## src/rtl/bitstream_sweep_ctrl.sv

```systemverilog
// Sweep sequencer for stochastic-bitstream characterisation: steps the generator x value
// over [x_start..x_end] (wrapping), counting activation ones for len cycles per point.
module bitstream_sweep_ctrl #(
    parameter int X_WIDTH = 8,
    parameter int SETTLE  = 2
) (
    input  logic               clk,
    input  logic               rst,
    input  logic               start,
    input  logic [X_WIDTH-1:0] x_start,
    input  logic [X_WIDTH-1:0] x_end,
    input  logic [15:0]        len,
    output logic               busy,
    output logic [X_WIDTH-1:0] gen_x,
    output logic               gen_clr,
    input  logic               dut_y,
    output logic               result_valid,
    input  logic               result_ready,
    output logic [X_WIDTH-1:0] result_x,
    output logic [16:0]        result_count,
    output logic               done
);

    typedef enum logic [2:0] {
        ST_IDLE,
        ST_LOAD,
        ST_SETTLE,
        ST_RUN,
        ST_HOLD
    } state_t;

    localparam logic [3:0] SETTLE_LAST = (SETTLE > 0) ? 4'(SETTLE - 1) : 4'd0;

    state_t             state_q, state_d;
    logic [X_WIDTH-1:0] cur_x_q, cur_x_d;
    logic [X_WIDTH-1:0] x_end_q, x_end_d;
    logic [16:0]        len_q, len_d;
    logic [16:0]        smp_q, smp_d;
    logic [16:0]        ones_q, ones_d;
    logic [3:0]         settle_q, settle_d;
    logic               done_q, done_d;

    always_comb begin
        state_d  = state_q;
        cur_x_d  = cur_x_q;
        x_end_d  = x_end_q;
        len_d    = len_q;
        smp_d    = smp_q;
        ones_d   = ones_q;
        settle_d = settle_q;
        done_d   = 1'b0;

        case (state_q)
            ST_IDLE: begin
                if (start) begin
                    cur_x_d = x_start;
                    x_end_d = x_end;
                    // len==0 stands for a full 65536-sample bitstream
                    len_d   = (len == 16'd0) ? 17'h10000 : {1'b0, len};
                    state_d = ST_LOAD;
                end
            end
            ST_LOAD: begin
                smp_d    = '0;
                ones_d   = '0;
                settle_d = '0;
                state_d  = (SETTLE == 0) ? ST_RUN : ST_SETTLE;
            end
            ST_SETTLE: begin
                settle_d = settle_q + 4'd1;
                if (settle_q == SETTLE_LAST) begin
                    state_d = ST_RUN;
                end
            end
            ST_RUN: begin
                smp_d  = smp_q + 17'd1;
                ones_d = ones_q + {16'd0, dut_y};
                if (smp_d == len_q) begin
                    state_d = ST_HOLD;
                end
            end
            ST_HOLD: begin
                if (result_ready) begin
                    if (cur_x_q == x_end_q) begin
                        done_d  = 1'b1;
                        state_d = ST_IDLE;
                    end else begin
                        cur_x_d = cur_x_q + 1'b1;
                        state_d = ST_LOAD;
                    end
                end
            end
            default: state_d = ST_IDLE;
        endcase
    end

    always_ff @(posedge clk) begin
        if (rst) begin
            state_q  <= ST_IDLE;
            cur_x_q  <= '0;
            x_end_q  <= '0;
            len_q    <= '0;
            smp_q    <= '0;
            ones_q   <= '0;
            settle_q <= '0;
            done_q   <= 1'b0;
        end else begin
            state_q  <= state_d;
            cur_x_q  <= cur_x_d;
            x_end_q  <= x_end_d;
            len_q    <= len_d;
            smp_q    <= smp_d;
            ones_q   <= ones_d;
            settle_q <= settle_d;
            done_q   <= done_d;
        end
    end

    assign busy         = (state_q != ST_IDLE);
    assign gen_clr      = (state_q == ST_LOAD);
    assign result_valid = (state_q == ST_HOLD);
    assign gen_x        = cur_x_q;
    assign result_x     = cur_x_q;
    assign result_count = ones_q;
    assign done         = done_q;

endmodule

```

## config.mk

```make
export PLATFORM = sky130hd
export DESIGN_NAME = bitstream_sweep_ctrl
export DESIGN_NICKNAME = d
export VERILOG_FILES = /design/src/rtl/bitstream_sweep_ctrl.sv
export SDC_FILE = /design/constraint.sdc
export NUM_CORES = 1
export LEC_CHECK = 0
export CAP_MARGIN = 15
export CORE_AREA = 4 4 97 99
export CTS_BUF_LIST = sky130_fd_sc_hd__clkbuf_8
export DETAILED_ROUTE_END_ITERATION = 10
export DIE_AREA = 0 0 101 103
export HOLD_SLACK_MARGIN = 0.08
export PLACE_DENSITY = 0.76
export SKIP_CTS_REPAIR_TIMING = 1
export SYNTH_ARGS = -nofsm -noshare
export SYNTH_HDL_FRONTEND = slang
export SYNTH_SLANG_ARGS = --single-unit
```

## constraint.sdc

```tcl
create_clock -name clk -period 2.3 [get_ports clk]
set_input_delay 0.46 -clock clk [delete_from_list [all_inputs] [get_ports clk]]
set_output_delay 0.46 -clock clk [all_outputs]
set_load 0.02 [all_outputs]
```

==> results of run 1 <==
## per-stage QoR
step / utilization [%] / cell area [sq um]
detailed placement: 57.4 / 4910
finish: 60.2 / 5150
floorplan: - / 4070
CTS: 59.5 / 5090
global route: 60.2 / 5150
global placement: 57.4 / 4910
## logic make-up after synthesis
group / synth area share, %
and+or+nand+nor: 29.5
AOI/OAI and AO/OA: 15.7
DFF: 36.9
buffers and inverters: 5.65
xor gates and xnor gates: 9.67
adders and majority gates: 1.84
muxes: 0.768
## Yosys cell counts, types with 2 or more instances
library cell / number / share of area [%]
and2_1: 4 / 0.61
nor2_1: 67 / 6.2
and4_1: 4 / 0.86
nand2b_1: 4 / 0.61
buf_4: 12 / 2.2
o31ai_1: 3 / 0.55
clkbuf_1: 20 / 1.8
nand3b_1: 2 / 0.37
ha_1: 6 / 1.8
a21oi_1: 56 / 6.9
nor3b_1: 4 / 0.74
buf_2: 4 / 0.49
xor2_1: 26 / 5.6
o21ai_0: 26 / 3.2
or2_2: 9 / 1.4
or3_1: 6 / 0.92
nand2_1: 64 / 5.9
nor3_1: 15 / 1.8
and3_1: 6 / 0.92
a31oi_1: 3 / 0.46
nor4_1: 10 / 1.5
inv_1: 7 / 0.65
xnor2_1: 19 / 4.1
or2b_1: 2 / 0.37
a22oi_1: 13 / 2.4
nand3_1: 19 / 2.3
dfxtp_1: 75 / 37
mux2i_1: 2 / 0.49
clkbuf_2: 3 / 0.37
nor2b_1: 4 / 0.61
nand4_1: 11 / 1.7
## final cells by class
class | instances | area (sq um)
fillers | 750 | 3400
multi-input cells | 406 | 2400
flip-flops and latches | 75 | 1500
repair buffers | 97 | 911
clock buffers | 11 | 151
well taps | 108 | 135
clock inverters | 4 | 26.3
inverters | 7 | 26.3
## per-layer routing
layer  part of all wire, %  vias to the layer above  GRT usage [%]
li1                      -                     1959              -
met1                    45                     1816           26.4
met2                    47                      133           32.7
met3                   6.1                       25           4.40
met4                   2.1                        0           7.57
met5                     0                        -              0
## power groups by stage
stage	logic (mW)	registers, mW	clock network [mW]
floorplan	0.642	1.53	0
finish	1.02	1.51	0.947
global placement	0.980	1.53	0
detailed placement	0.998	1.53	0
CTS	1.00	1.50	0.960
global route	1.12	1.52	1.02
## worst register-to-register path, delay by kind of cell (launching register included)
family                   cells  cell delay [ps]
AND/OR/NAND/NOR              5             1200
flip-flops                   1              410
adder cells (fa/ha/maj)      1              190
AO/OA/AOI/OAI                2              250
## worst max-delay path by stage
stage	end	cells past startpoint	start	slack, ps
2_1_floorplan	state_q[0]$_SDFFE_PP0P_	8	smp_q[0]$_SDFFE_PP0P_	170
3_3_place_gp	state_q[1]$_SDFFE_PP0P_	8	smp_q[1]$_SDFFE_PP0P_	110
3_5_place_dp	state_q[0]$_SDFFE_PP0P_	8	smp_q[1]$_SDFFE_PP0P_	20
4_1_cts	result_valid	3	state_q[1]$_SDFFE_PP0P_	-90
5_1_grt	state_q[0]$_SDFFE_PP0P_	8	smp_q[1]$_SDFFE_PP0P_	-1
6_report	state_q[1]$_SDFFE_PP0P_	8	smp_q[1]$_SDFFE_PP0P_	130
## state kept, by name, summed over array words and instances (netlist names)
name          flops
done              1
x_end_q           8
settle_q          4
state_q           3
smp_q            17
len_q            17
result_count     17
gen_x             8
==> impl_table.tex, run 1 <==
\begin{tabular}{lr}
\hline
Metric & Value \\
\hline
\multicolumn{2}{l}{\textbf{Timing}} \\
Fraction of the cycle the final worst path needs & 94.1\% \\
Hold\_ws & around 470 ps \\
Total count of max-transition violations in the final report & 0 \\
Setup skew after layout & about 11 ps \\
Setup TNS & 0 ps \\
Final min period & 2170 ps \\
Headroom to the max-slew limit & roughly 43\% \\
Pin slew with the least headroom to its limit & around 850 ps \\
Total setup violations reported at the end of the flow & 0 \\
Setup WS post-layout & around 130 ps \\
Max Clock Freq & 462 MHz \\
Hold Fails Final Rpt & 0 \\
\multicolumn{2}{l}{\textbf{Synthesis}} \\
Prevailing post-synth register cell & dfxtp\_1 \\
Number of enable flip-flop cells after synthesis & 0 \\
Synth warnings & 0 \\
Number of cells produced by synthesis & between 500 and 600 \\
Sequential share of the synthesized area & between 30\% and 40\% \\
Number of unique standard cell types used by synthesis & 53 \\
Mapped Nets & about 570 \\
Synthesis-stage register bit count & 75 \\
Per-instance average area after synthesis & between 7 and 8 sq um \\
Post-synth ARST share & 0\% \\
Post-synth design cell area & 4070 sq um \\
\multicolumn{2}{l}{\textbf{Pwr}} \\
Power Total & between 3 and 4 mW \\
Total power per unit cell area & about 670 nW/um\^{}2 \\
Maximum vdd ir drop & 0.000426 V \\
Switching power & around 1.2 mW \\
Internal Dissipation & between 2 and 2.5 mW \\
Sequential Power Share & a little over two fifths \\
Fraction of power spent switching nets & approximately 34\% \\
Combinational cell fraction of total power & between 20\% and 30\% \\
Fraction of power consumed by the clock network & 27.2\% \\
Lkg Pwr & 1.91 nW \\
\multicolumn{2}{l}{\textbf{Drt}} \\
Wire length after detailed routing & 10400 um \\
Routed wire per std cell & 14.8 um \\
Number of iterations in the first detailed-routing pass & 5 \\
First DRT Iteration DRCs & between 200 and 300 \\
Vias per std cell & $\sim$5.6 \\
Final ANT Viol Nets & 0 \\
Total number of vias & between 3000 and 4000 \\
Number of remaining DRC errors & 0 \\
\multicolumn{2}{l}{\textbf{Layout}} \\
Antenna fix cells & 0 \\
Leading cell type in the layout, fill and taps excluded & dfxtp\_1 \\
Commonest cells after routing, fill and taps aside & 73 x dfxtp\_1, 70 x clkdlybuf4s50\_1, 66 x nor2\_1 \\
Fin cells & just over 700 \\
Nets & around 640 \\
Relative area change from synthesis to final layout & 26.4\% \\
Share of cells above drive strength 1 & 11.5\% \\
\multicolumn{2}{l}{\textbf{Worst setup path}} \\
Flop2flop setup slack & 130 ps \\
CP endpoint kind & register \\
Setup crit start kind & register \\
Max stage delay cell, worst path & or3\_4 \\
FF-to-FF End & state\_q[1]\$\_SDFFE\_PP0P\_ \\
Worst R2R Path Depth & 8 \\
Startpoint-to-endpoint class of the critical path & register to register \\
Ordered list of cells on the worst path & ha\_4, and3\_4, nand3\_2, or3\_4, a21oi\_2, nand4b\_1, nor4\_4, a21oi\_1 \\
Highest net fanout along the worst path & 7 \\
Data required, critical path & about 2500 ps \\
Data arrival time of the critical path & $\sim$2400 ps \\
Maximum cell stage delay along the critical path & between 400 and 500 ps \\
Crit path buffers/inverters & 0 \\
CP top delay family & simple AND/OR/NAND/NOR gates \\
Worst R2R Start & smp\_q[1]\$\_SDFFE\_PP0P\_ \\
\multicolumn{2}{l}{\textbf{Clocking}} \\
Clock latency on the worst-skew pair & $\sim$360 ps \\
CTS tree & yes \\
Buffers from clock root to sink, at most & 2 \\
Count of clock tree sinks & 75 \\
CTS H-Tree Depth & 3 \\
Cell at the root of the clock tree & clkbuf\_8 \\
Clock-pin transition on the worst setup and hold timing paths & $\sim$80 ps \\
Num CTS Buffers & 9 \\
\multicolumn{2}{l}{\textbf{Hold path}} \\
Worst min-delay path category & primary input to register \\
Worst hold path depth & 2 \\
Worst-case hold path end point & smp\_q[16]\$\_SDFFE\_PP0P\_ \\
Hold Path Origin & rst \\
\multicolumn{2}{l}{\textbf{Floorplanning}} \\
Die Height & approximately 100 um \\
Std-Cell Core Area & between 8000 and 9000 sq um \\
Floorplan die width & slightly above 100 um \\
Overall die area & 10400 sq um \\
Total I/O pin count & 74 \\
Initial Util & 47.6\% \\
Site Rows & 34 \\
\multicolumn{2}{l}{\textbf{Global routing}} \\
Wire length of the first global-routing pass & 17000 um \\
Total track usage & roughly 20\% \\
Number of global-route vias before repair & 3666 \\
Pin count of the biggest net entering global routing & 25 \\
Number of antenna violations at the first check in global routing & 0 \\
Global route total overflow & 0 \\
\multicolumn{2}{l}{\textbf{Flow run}} \\
Max-capacitance violation count & 0 \\
\multicolumn{2}{l}{\textbf{Status}} \\
Outcome & finished clean \\
\multicolumn{2}{l}{\textbf{Placed design}} \\
Detailed placement HPWL & just under 8000 um \\
Cell count after placement & between 600 and 700 \\
Routability congestion estimate & 0.884 \\
Placement Setup Slack & roughly 18 ps \\
Input/output buffers & 73 \\
\hline
\end{tabular}
(Power assumes the default switching activity.)
==> inputs of run 2 (changes only) <==
==> constraint.sdc (replaced) <==
create_clock -name clk -period 2.3 [get_ports clk]
set_input_delay 0.69 -clock clk [delete_from_list [all_inputs] [get_ports clk]]
set_output_delay 0.69 -clock clk [all_outputs]
set_load 0.02 [all_outputs]
==> impl_table.tex, run 2 (synthesis gave the netlist of run 1 again) <==
\begin{tabular}{lr}
\hline
Metric & Value \\
\hline
\multicolumn{2}{l}{\textbf{Layout}} \\
Leading cell type in the layout, fill and taps excluded & dfxtp\_1 \\
Final std cell area, no fill & 5270 sq um (+2.4\%) \\
Nets & 646 (+1.1\%) \\
Relative area change from synthesis to final layout & 29.5\% \\
Share of cells above drive strength 1 & 11.8\% (+0.34 points) \\
Antenna fix cells & 0 (unchanged) \\
Commonest cells after routing, fill and taps aside & 74 x dfxtp\_1, 69 x clkdlybuf4s50\_1, 66 x nor2\_1 \\
Fin cells & 716 (+1.1\%) \\
\multicolumn{2}{l}{\textbf{Pwr}} \\
Sequential Power Share & 38.7\% (-4.7 points) \\
Maximum vdd ir drop & 0.000416 V (-2.5\%) \\
Fraction of power consumed by the clock network & 34.5\% (+7.3 points) \\
Switching power & 1.20 mW (+1.1\%) \\
Combinational cell fraction of total power & 26.8\% (-2.6 points) \\
Lkg Pwr & 2.00 nW (+4.7\%) \\
Total power per unit cell area & 735 nW/um\^{}2 (+8.9\%) \\
Fraction of power spent switching nets & 31.0\% (-3.2 points) \\
Power Total & 3.88 mW (+12\%) \\
Internal Dissipation & 2.68 mW (+17\%) \\
\multicolumn{2}{l}{\textbf{Worst setup path}} \\
Data arrival time of the critical path & 1530 ps (-870 ps) \\
Worst R2R Start & smp\_q[3]\$\_SDFFE\_PP0P\_ \\
Setup crit start kind & register \\
Crit path buffers/inverters & 1 (+1) \\
Worst R2R Path Depth & 6 (-2) \\
Maximum cell stage delay along the critical path & 680 ps (+260 ps) \\
Startpoint-to-endpoint class of the critical path & register to output port \\
Highest net fanout along the worst path & 7 (unchanged) \\
FF-to-FF End & state\_q[0]\$\_SDFFE\_PP0P\_ \\
CP endpoint kind & output port \\
Ordered list of cells on the worst path & clkdlybuf4s50\_1 \\
Max stage delay cell, worst path & clkdlybuf4s50\_1 \\
Data required, critical path & 1610 ps (-920 ps) \\
CP top delay family & buffers and inverters \\
Flop2flop setup slack & 160 ps (+30 ps) \\
\multicolumn{2}{l}{\textbf{Hold path}} \\
Worst min-delay path category & register to register \\
Worst hold path depth & 2 (unchanged) \\
Hold Path Origin & x\_end\_q[1]\$\_SDFFE\_PP0P\_ \\
Worst-case hold path end point & x\_end\_q[1]\$\_SDFFE\_PP0P\_ \\
\multicolumn{2}{l}{\textbf{Placed design}} \\
Input/output buffers & 73 (unchanged) \\
Placed cell area & 4940 sq um (+0.61\%) \\
Routability congestion estimate & 0.893 (+1.0\%) \\
Cell count after placement & 697 (+0.58\%) \\
Detailed placement HPWL & 7680 um (-0.81\%) \\
\multicolumn{2}{l}{\textbf{Floorplanning}} \\
Die Height & 103 um (unchanged) \\
Site Rows & 34 (unchanged) \\
Std-Cell Core Area & 8550 sq um (unchanged) \\
Initial Util & 47.6\% (unchanged) \\
Overall die area & 10400 sq um (unchanged) \\
Floorplan die width & 101 um (unchanged) \\
Total I/O pin count & 74 (unchanged) \\
\multicolumn{2}{l}{\textbf{Clocking}} \\
Num CTS Buffers & 9 (unchanged) \\
CTS H-Tree Depth & 3 (unchanged) \\
Count of clock tree sinks & 75 (unchanged) \\
Buffers from clock root to sink, at most & 2 (unchanged) \\
Clock-pin transition on the worst setup and hold timing paths & 70 ps (about the same) \\
Cell at the root of the clock tree & clkbuf\_8 \\
Clock latency on the worst-skew pair & 360 ps (about the same) \\
CTS tree & yes \\
\multicolumn{2}{l}{\textbf{Drt}} \\
Wire length after detailed routing & 10800 um (+3.3\%) \\
First DRT Iteration DRCs & 271 (-4.6\%) \\
Routed wire per std cell & 15.1 um (+2.1\%) \\
Number of remaining DRC errors & 0 (unchanged) \\
Vias per std cell & 5.65 (+1.6\%) \\
Total number of vias & 4042 (+2.8\%) \\
Final ANT Viol Nets & 0 (unchanged) \\
Number of iterations in the first detailed-routing pass & 5 (unchanged) \\
\multicolumn{2}{l}{\textbf{Global routing}} \\
Pin count of the biggest net entering global routing & 25 (unchanged) \\
Total track usage & 20.7\% (+0.52 points) \\
Wire length of the first global-routing pass & 17400 um (+2.4\%) \\
Number of global-route vias before repair & 3720 (+1.5\%) \\
Number of antenna violations at the first check in global routing & 0 (unchanged) \\
Global route total overflow & 0 (unchanged) \\
\multicolumn{2}{l}{\textbf{Timing}} \\
Pin slew with the least headroom to its limit & 839 ps (-15.9 ps) \\
Setup skew after layout & 9.52 ps (-1.33 ps) \\
Total count of max-transition violations in the final report & 0 (unchanged) \\
Hold\_ws & 475 ps (+3.31 ps) \\
Final min period & 2220 ps (+58.8 ps) \\
Max Clock Freq & 450 MHz (-2.6\%) \\
Total setup violations reported at the end of the flow & 0 (unchanged) \\
Fraction of the cycle the final worst path needs & 96.7\% (+2.6 points) \\
Headroom to the max-slew limit & 43.9\% (+1.1 points) \\
Hold Fails Final Rpt & 0 (unchanged) \\
Unrepaired setup endpoints after global routing & no \\
\multicolumn{2}{l}{\textbf{Status}} \\
Outcome & finished clean \\
\multicolumn{2}{l}{\textbf{Flow run}} \\
Max-capacitance violation count & 0 (unchanged) \\
\hline
\end{tabular}
run 2: cell count changes in the layout (fill, tap and decap cells not counted), moves of 2 or more:
cell / previous run / this run
buf_4: 24 / 31
bufinv_16: 0 / 4
clkbuf_8: 11 / 9
clkinv_2: 2 / 0
o31ai_1: 1 / 3
o31ai_2: 2 / 0
run 2: worst max path at each step:
stage,start,endpoint,slack [ps],cells past startpoint
2_1_floorplan,smp_q[0]$_SDFFE_PP0P_,state_q[0]$_SDFFE_PP0P_,170,8
3_3_place_gp,start,state_q[0]$_SDFFE_PP0P_,-90,7
3_5_place_dp,dut_y,result_count[12]$_SDFFE_PP0P_,-180,7
4_1_cts,state_q[2]$_SDFFE_PP0P_,result_valid,-290,3
5_1_grt,gen_x[0]$_SDFFE_PP0P_,gen_x[0],10,1
6_report,gen_x[0]$_SDFFE_PP0P_,gen_x[0],80,1
run 2: cell type report:
class	count	area [sq um]
clock buffers	9	124
clock inverters	7	141
fillers	736	3280
inverters	7	26.3
multi-input cells	406	2380
flip-flops and latches	75	1500
well taps	108	135
repair buffers	104	966
run 2: per-layer routing:
layer	vias up	part of all wire [%]	GRT usage, %
li1	1981	-	-
met2	159	48	34.8
met3	16	6.6	4.40
met5	-	0	0
met1	1886	45	26.7
met4	0	1.1	6.13
run 2: stage by stage:
| stage | TNS [ps] | setup slack [ps] | utilization (%) |
|---|---|---|---|
| after floorplan | 0 | 172 | - |
| after global placement | -563 | -87.3 | 57.8 |
| after detailed placement | -2000 | -176 | 57.8 |
| after CTS | -670 | -285 | 60.9 |
| after global routing | 0 | 13.4 | 61.7 |
| final | 0 | 75.8 | 61.7 |
run 2: power by group through the flow:
stage / logic, mW / clock network [mW] / registers, mW
2_1_floorplan: 0.642 / 0 / 1.53
3_3_place_gp: 0.992 / 0 / 1.53
3_5_place_dp: 1.01 / 0 / 1.53
4_1_cts: 1.02 / 1.36 / 1.50
5_1_grt: 1.13 / 1.42 / 1.51
6_report: 1.04 / 1.34 / 1.50
==> inputs of run 3 (changes only) <==
--- a/config.mk
+++ b/config.mk
@@ -13,6 +13,7 @@
 export HOLD_SLACK_MARGIN = 0.08
 export PLACE_DENSITY = 0.76
 export SKIP_CTS_REPAIR_TIMING = 1
+export SLEW_MARGIN = 20
 export SYNTH_ARGS = -nofsm -noshare
 export SYNTH_HDL_FRONTEND = slang
 export SYNTH_SLANG_ARGS = --single-unit
==> results of run 3 <==
Final layout, timing and power as in run 2 (identical DEF).
